**src/rtl/instruction_fetch.sv**
```systemverilog
// Fetch stage: holds the PC and fetches one instruction word per handshake.
// It presents the word to decode and picks the next PC once the datapath advances.
module instruction_fetch #(
    parameter logic [31:0] RESET_PC = 32'h0000_0000
) (
    input  logic        clk,
    input  logic        reset,
    output logic        imem_req,
    output logic [31:0] imem_addr,
    input  logic        imem_ready,
    input  logic [31:0] imem_rdata,
    output logic [31:0] instr,
    output logic [5:0]  opcode,
    output logic        instr_valid,
    output logic [31:0] pc,
    output logic [31:0] pc_plus4,
    input  logic        advance,
    input  logic        jump,
    input  logic        branch,
    input  logic        branch_taken,
    input  logic [31:0] jr_target
);

    localparam logic [5:0] OP_J   = 6'b010101;
    localparam logic [5:0] OP_JR  = 6'b010110;
    localparam logic [5:0] OP_JAL = 6'b010111;

    typedef enum logic [1:0] {
        IDLE  = 2'd0,
        FETCH = 2'd1,
        HOLD  = 2'd2
    } state_t;

    state_t      state_reg;
    logic [31:0] pc_reg;
    logic [31:0] instr_reg;
    logic [31:0] next_pc;
    logic [31:0] branch_offset;

    assign imem_req    = (state_reg == FETCH);
    assign instr_valid = (state_reg == HOLD);
    assign imem_addr   = pc_reg;
    assign pc          = pc_reg;
    assign pc_plus4    = pc_reg + 32'd4;
    assign instr       = instr_reg;
    assign opcode      = instr_reg[31:26];

    // Jump beats branch; an unrecognised jump opcode falls through to sequential.
    always_comb begin
        branch_offset = {{14{instr_reg[15]}}, instr_reg[15:0], 2'b00};
        next_pc       = pc_plus4;
        if (jump) begin
            if (opcode == OP_JR) begin
                next_pc = jr_target & 32'hFFFF_FFFC;
            end else if (opcode == OP_J || opcode == OP_JAL) begin
                next_pc = {pc_plus4[31:28], instr_reg[25:0], 2'b00};
            end
        end else if (branch && branch_taken) begin
            next_pc = pc_plus4 + branch_offset;
        end
    end

    always_ff @(posedge clk or posedge reset) begin
        if (reset) begin
            state_reg <= IDLE;
            pc_reg    <= RESET_PC;
            instr_reg <= 32'h0;
        end else begin
            case (state_reg)
                IDLE: begin
                    state_reg <= FETCH;
                end
                FETCH: begin
                    if (imem_ready) begin
                        instr_reg <= imem_rdata;
                        state_reg <= HOLD;
                    end
                end
                HOLD: begin
                    if (advance) begin
                        pc_reg    <= next_pc & 32'hFFFF_FFFC;
                        state_reg <= FETCH;
                    end
                end
                default: begin
                    state_reg <= IDLE;
                end
            endcase
        end
    end

endmodule

```
**config.mk**
```make
export PLATFORM = sky130hd
export DESIGN_NAME = instruction_fetch
export DESIGN_NICKNAME = d
export VERILOG_FILES = /design/src/rtl/instruction_fetch.sv
export SDC_FILE = /design/constraint.sdc
export NUM_CORES = 1
export LEC_CHECK = 0
export BUFFER_PORTS_ARGS = -buffer_cell sky130_fd_sc_hd__buf_4
export CORE_MARGIN = 2
export CORE_UTILIZATION = 52
export DETAILED_ROUTE_END_ITERATION = 8
export PLACE_DENSITY = 0.93
export SLEW_MARGIN = 0
export SYNTH_ARGS = -nofsm -noshare
export SYNTH_HDL_FRONTEND = slang
export SYNTH_SLANG_ARGS = --single-unit
```
**constraint.sdc**
```tcl
create_clock -name clk -period 5 [get_ports clk]
set_input_delay 0.25 -clock clk [delete_from_list [all_inputs] [get_ports clk]]
set_output_delay 0.25 -clock clk [all_outputs]
set_load 0.02 [all_outputs]
```
==> impl_metrics.json <==
{
  "rsz0062_at_grt": "false",
  "area_growth_pct": 28.0,
  "htree_levels": 3,
  "ys_seq_area_frac": 0.270,
  "routedWlPerCell_um": 18.4,
  "core_um2": 11300,
  "start_util": 0.526,
  "antenna_found_initial": 0,
  "tightestPinTransition_ns": 0.926,
  "setup_tns_ns": 0,
  "synth_top_area_frac": 0.270,
  "synth_top_family_by_area": "compound AO/OA/AOI/OAI gates",
  "crit_required_ns": 5.19,
  "finalCritPeriodShare": 0.840,
  "clock_tree.root_cell": "clkbuf_16",
  "critPathKind": "flip-flop to flip-flop",
  "worst-path-max-fanout": 8,
  "max_slew_margin": 0.383,
  "placed_area_um2": 7270,
  "synth_xor_area_frac": 0.0780,
  "die_y_um": 111,
  "grt_pass1_wl_um": 29100,
  "largest_register_ffs": 32,
  "critPathLaunchType": "flip-flop",
  "grt_max_degree": 65,
  "post_cts_resized": 0,
  "fill_cells": 901,
  "design_area_um2": 7590,
  "cts.path.max_buffers": 2,
  "worstHoldPathType": "input pin to flip-flop",
  "synth_adder_area_share": 0.0793,
  "ctsHoldBuffers": 0,
  "status": "finished clean",
  "final_layout_size_suffix_gt1_frac": 0.320,
  "reg2reg_depth": 15,
  "hp-start": "imem_rdata[7]",
  "fin_skew_ns": 0.0106,
  "finalHoldViolCount": 0,
  "layout_min_cycle_time_ns": 4.20,
  "synthArstFlopShare": 1.00,
  "dieArea_um2": 12300,
  "yosysMostFrequentCell": "nor2_1",
  "hpwl_um": 14100,
  "synth_compound_area_frac": 0.230,
  "synthFlopType": "dfrtp_1",
  "hold_ws_ns": 0.143,
  "max_cap_violations": 0,
  "antenna_cells": 0,
  "pre_cts_slack_ns": 0.883,
  "nets": 974,
  "yosysTopAreaCell": "dfrtp_1",
  "rows": 39,
  "routed_wl_um": 18700,
  "power_density_nw_per_um2": 811,
  "cp-startpoint": "imem_addr[2]",
  "cts-buffers-inserted": 9,
  "clock-sinks": 64,
  "io_pins": 207,
  "peakVddDrop_v": 0.000446,
  "r2r-start": "imem_addr[2]",
  "worst-r2r-setup-slack_ns": 0.80,
  "gp_congestion": 0.997,
  "slew_viol_final": 0,
  "r2r-end": "imem_addr[29]",
  "drc": 0,
  "synth_edf_count": 0,
  "grt-ovfl-total": 0,
  "synth_area_leaders": "dfrtp_1 (27%), ha_1 (7.6%), mux2_2 (6.1%), buf_4 (5.3%), a21oi_1 (5.0%)",
  "netlist_area_um2": 5930,
  "io_buffers": 198,
  "syn_inst": 711,
  "yosys.area_share.simple": 0.188,
  "muxShareOfSynthArea": 0.0726,
  "clkTransAtPathRegs_ns": 0.06,
  "cp.arrival_ns": 4.38,
  "routed_via_density": 6.07,
  "via_count": 6159,
  "ys_top_cells_by_count": "nor2_1 (72), nand2_1 (67), dfrtp_1 (64)",
  "postCtsSetupBuffers": 0,
  "hold_depth": 2,
  "finalSetupViolations": 0,
  "ys_types": 70,
  "die_w_um": 111,
  "grt_pass1_vias": 5512,
  "ys.warnings.count": 0,
  "cts_tree": "done",
  "max_clock_freq_mhz": 238,
  "cp-end-kind": "flip-flop",
  "whs_endpoint": "instr[7]",
  "antenna_left": 0,
  "ys_ff_latch": 64,
  "grt_use_total": 0.293,
  "worstSkewPairLatency_ns": 0.34,
  "drt_iter0_markers": 829,
  "firstDrtPassIters": 9,
  "p_leak_nw": 3.68,
  "power.total_mw": 6.16,
  "fin_ws_ns": 0.801,
  "synth_area_per_cell_um2": 8.34
}
## report_power, final
part	internal (mW)	switching (mW)	total, mW	leakage (nW)
logic	1.86	2.43	4.30	2.75
registers	0.763	0.421	1.18	0.770
clock network	0.437	0.242	0.679	0.159
## worst max-delay path, cell delays in order, from the launching register on
cell,delay [ns]
dfrtp_1,0.47
ha_1,0.24
nand3_1,0.20
or3_4,0.48
nor2_1,0.13
xor2_1,0.33
ha_1,0.38
a211oi_1,0.32
o21ai_1,0.17
o22ai_1,0.22
o21a_1,0.16
a21oi_2,0.06
a221o_1,0.39
a21oi_1,0.19
xor2_1,0.19
a31oi_1,0.11
## area by class of cell
class	instances	area (um^2)	area share
Multi-Input combinational cell	566	3870	0.509
Tap cell	143	179	0.0236
Clock buffer	9	225	0.0297
Timing Repair Buffer	208	1560	0.206
Sequential cell	64	1600	0.211
Inverter	17	63.8	0.00840
Clock inverter	7	96.3	0.0127
## routing by layer
layer,wire [um],vias to the layer above,global-route usage
li1,-,2840,-
met1,7690,2867,0.413
met2,8370,393,0.448
met3,1940,59,0.0530
met4,653,0,0.117
met5,0,-,0
## kinds of logic after synthesis
logic type                 after synthesis
and+or+nand+nor                        224
AOI/OAI and AO/OA                      208
buffers and inverters                   86
DFF                                     64
xor gates and xnor gates                52
muxes                                   39
adders and majority gates               37
other                                    1
## worst max-delay path by stage
stage / slack, ns / cells past startpoint / to
global route: 0.54 / 15 / imem_addr[29]
detailed placement: 0.88 / 15 / imem_addr[29]
CTS: 0.86 / 14 / imem_addr[29]
global placement: 1.04 / 15 / imem_addr[31]
finish: 0.80 / 15 / imem_addr[29]
floorplan: 0.94 / 16 / imem_addr[31]
## placed cells by master (no fill, tap or decap), types with 17 or more instances in the layout
cell type	count
a211oi_1	18
a21oi_1	59
xnor2_1	26
xor2_1	25
o21ai_0	36
mux2_2	32
nor2_1	72
dfrtp_1	64
ha_1	36
nand2_1	67
a21o_1	19
buf_4	208
nand3_1	17
## through the flow
step | std cells | util
after floorplan | 716 | -
after global placement | 998 | 0.645
after detailed placement | 998 | 0.645
after CTS | 1014 | 0.674
after global routing | 1014 | 0.674
final | 1014 | 0.674
Power figures use the tool's default switching activity.
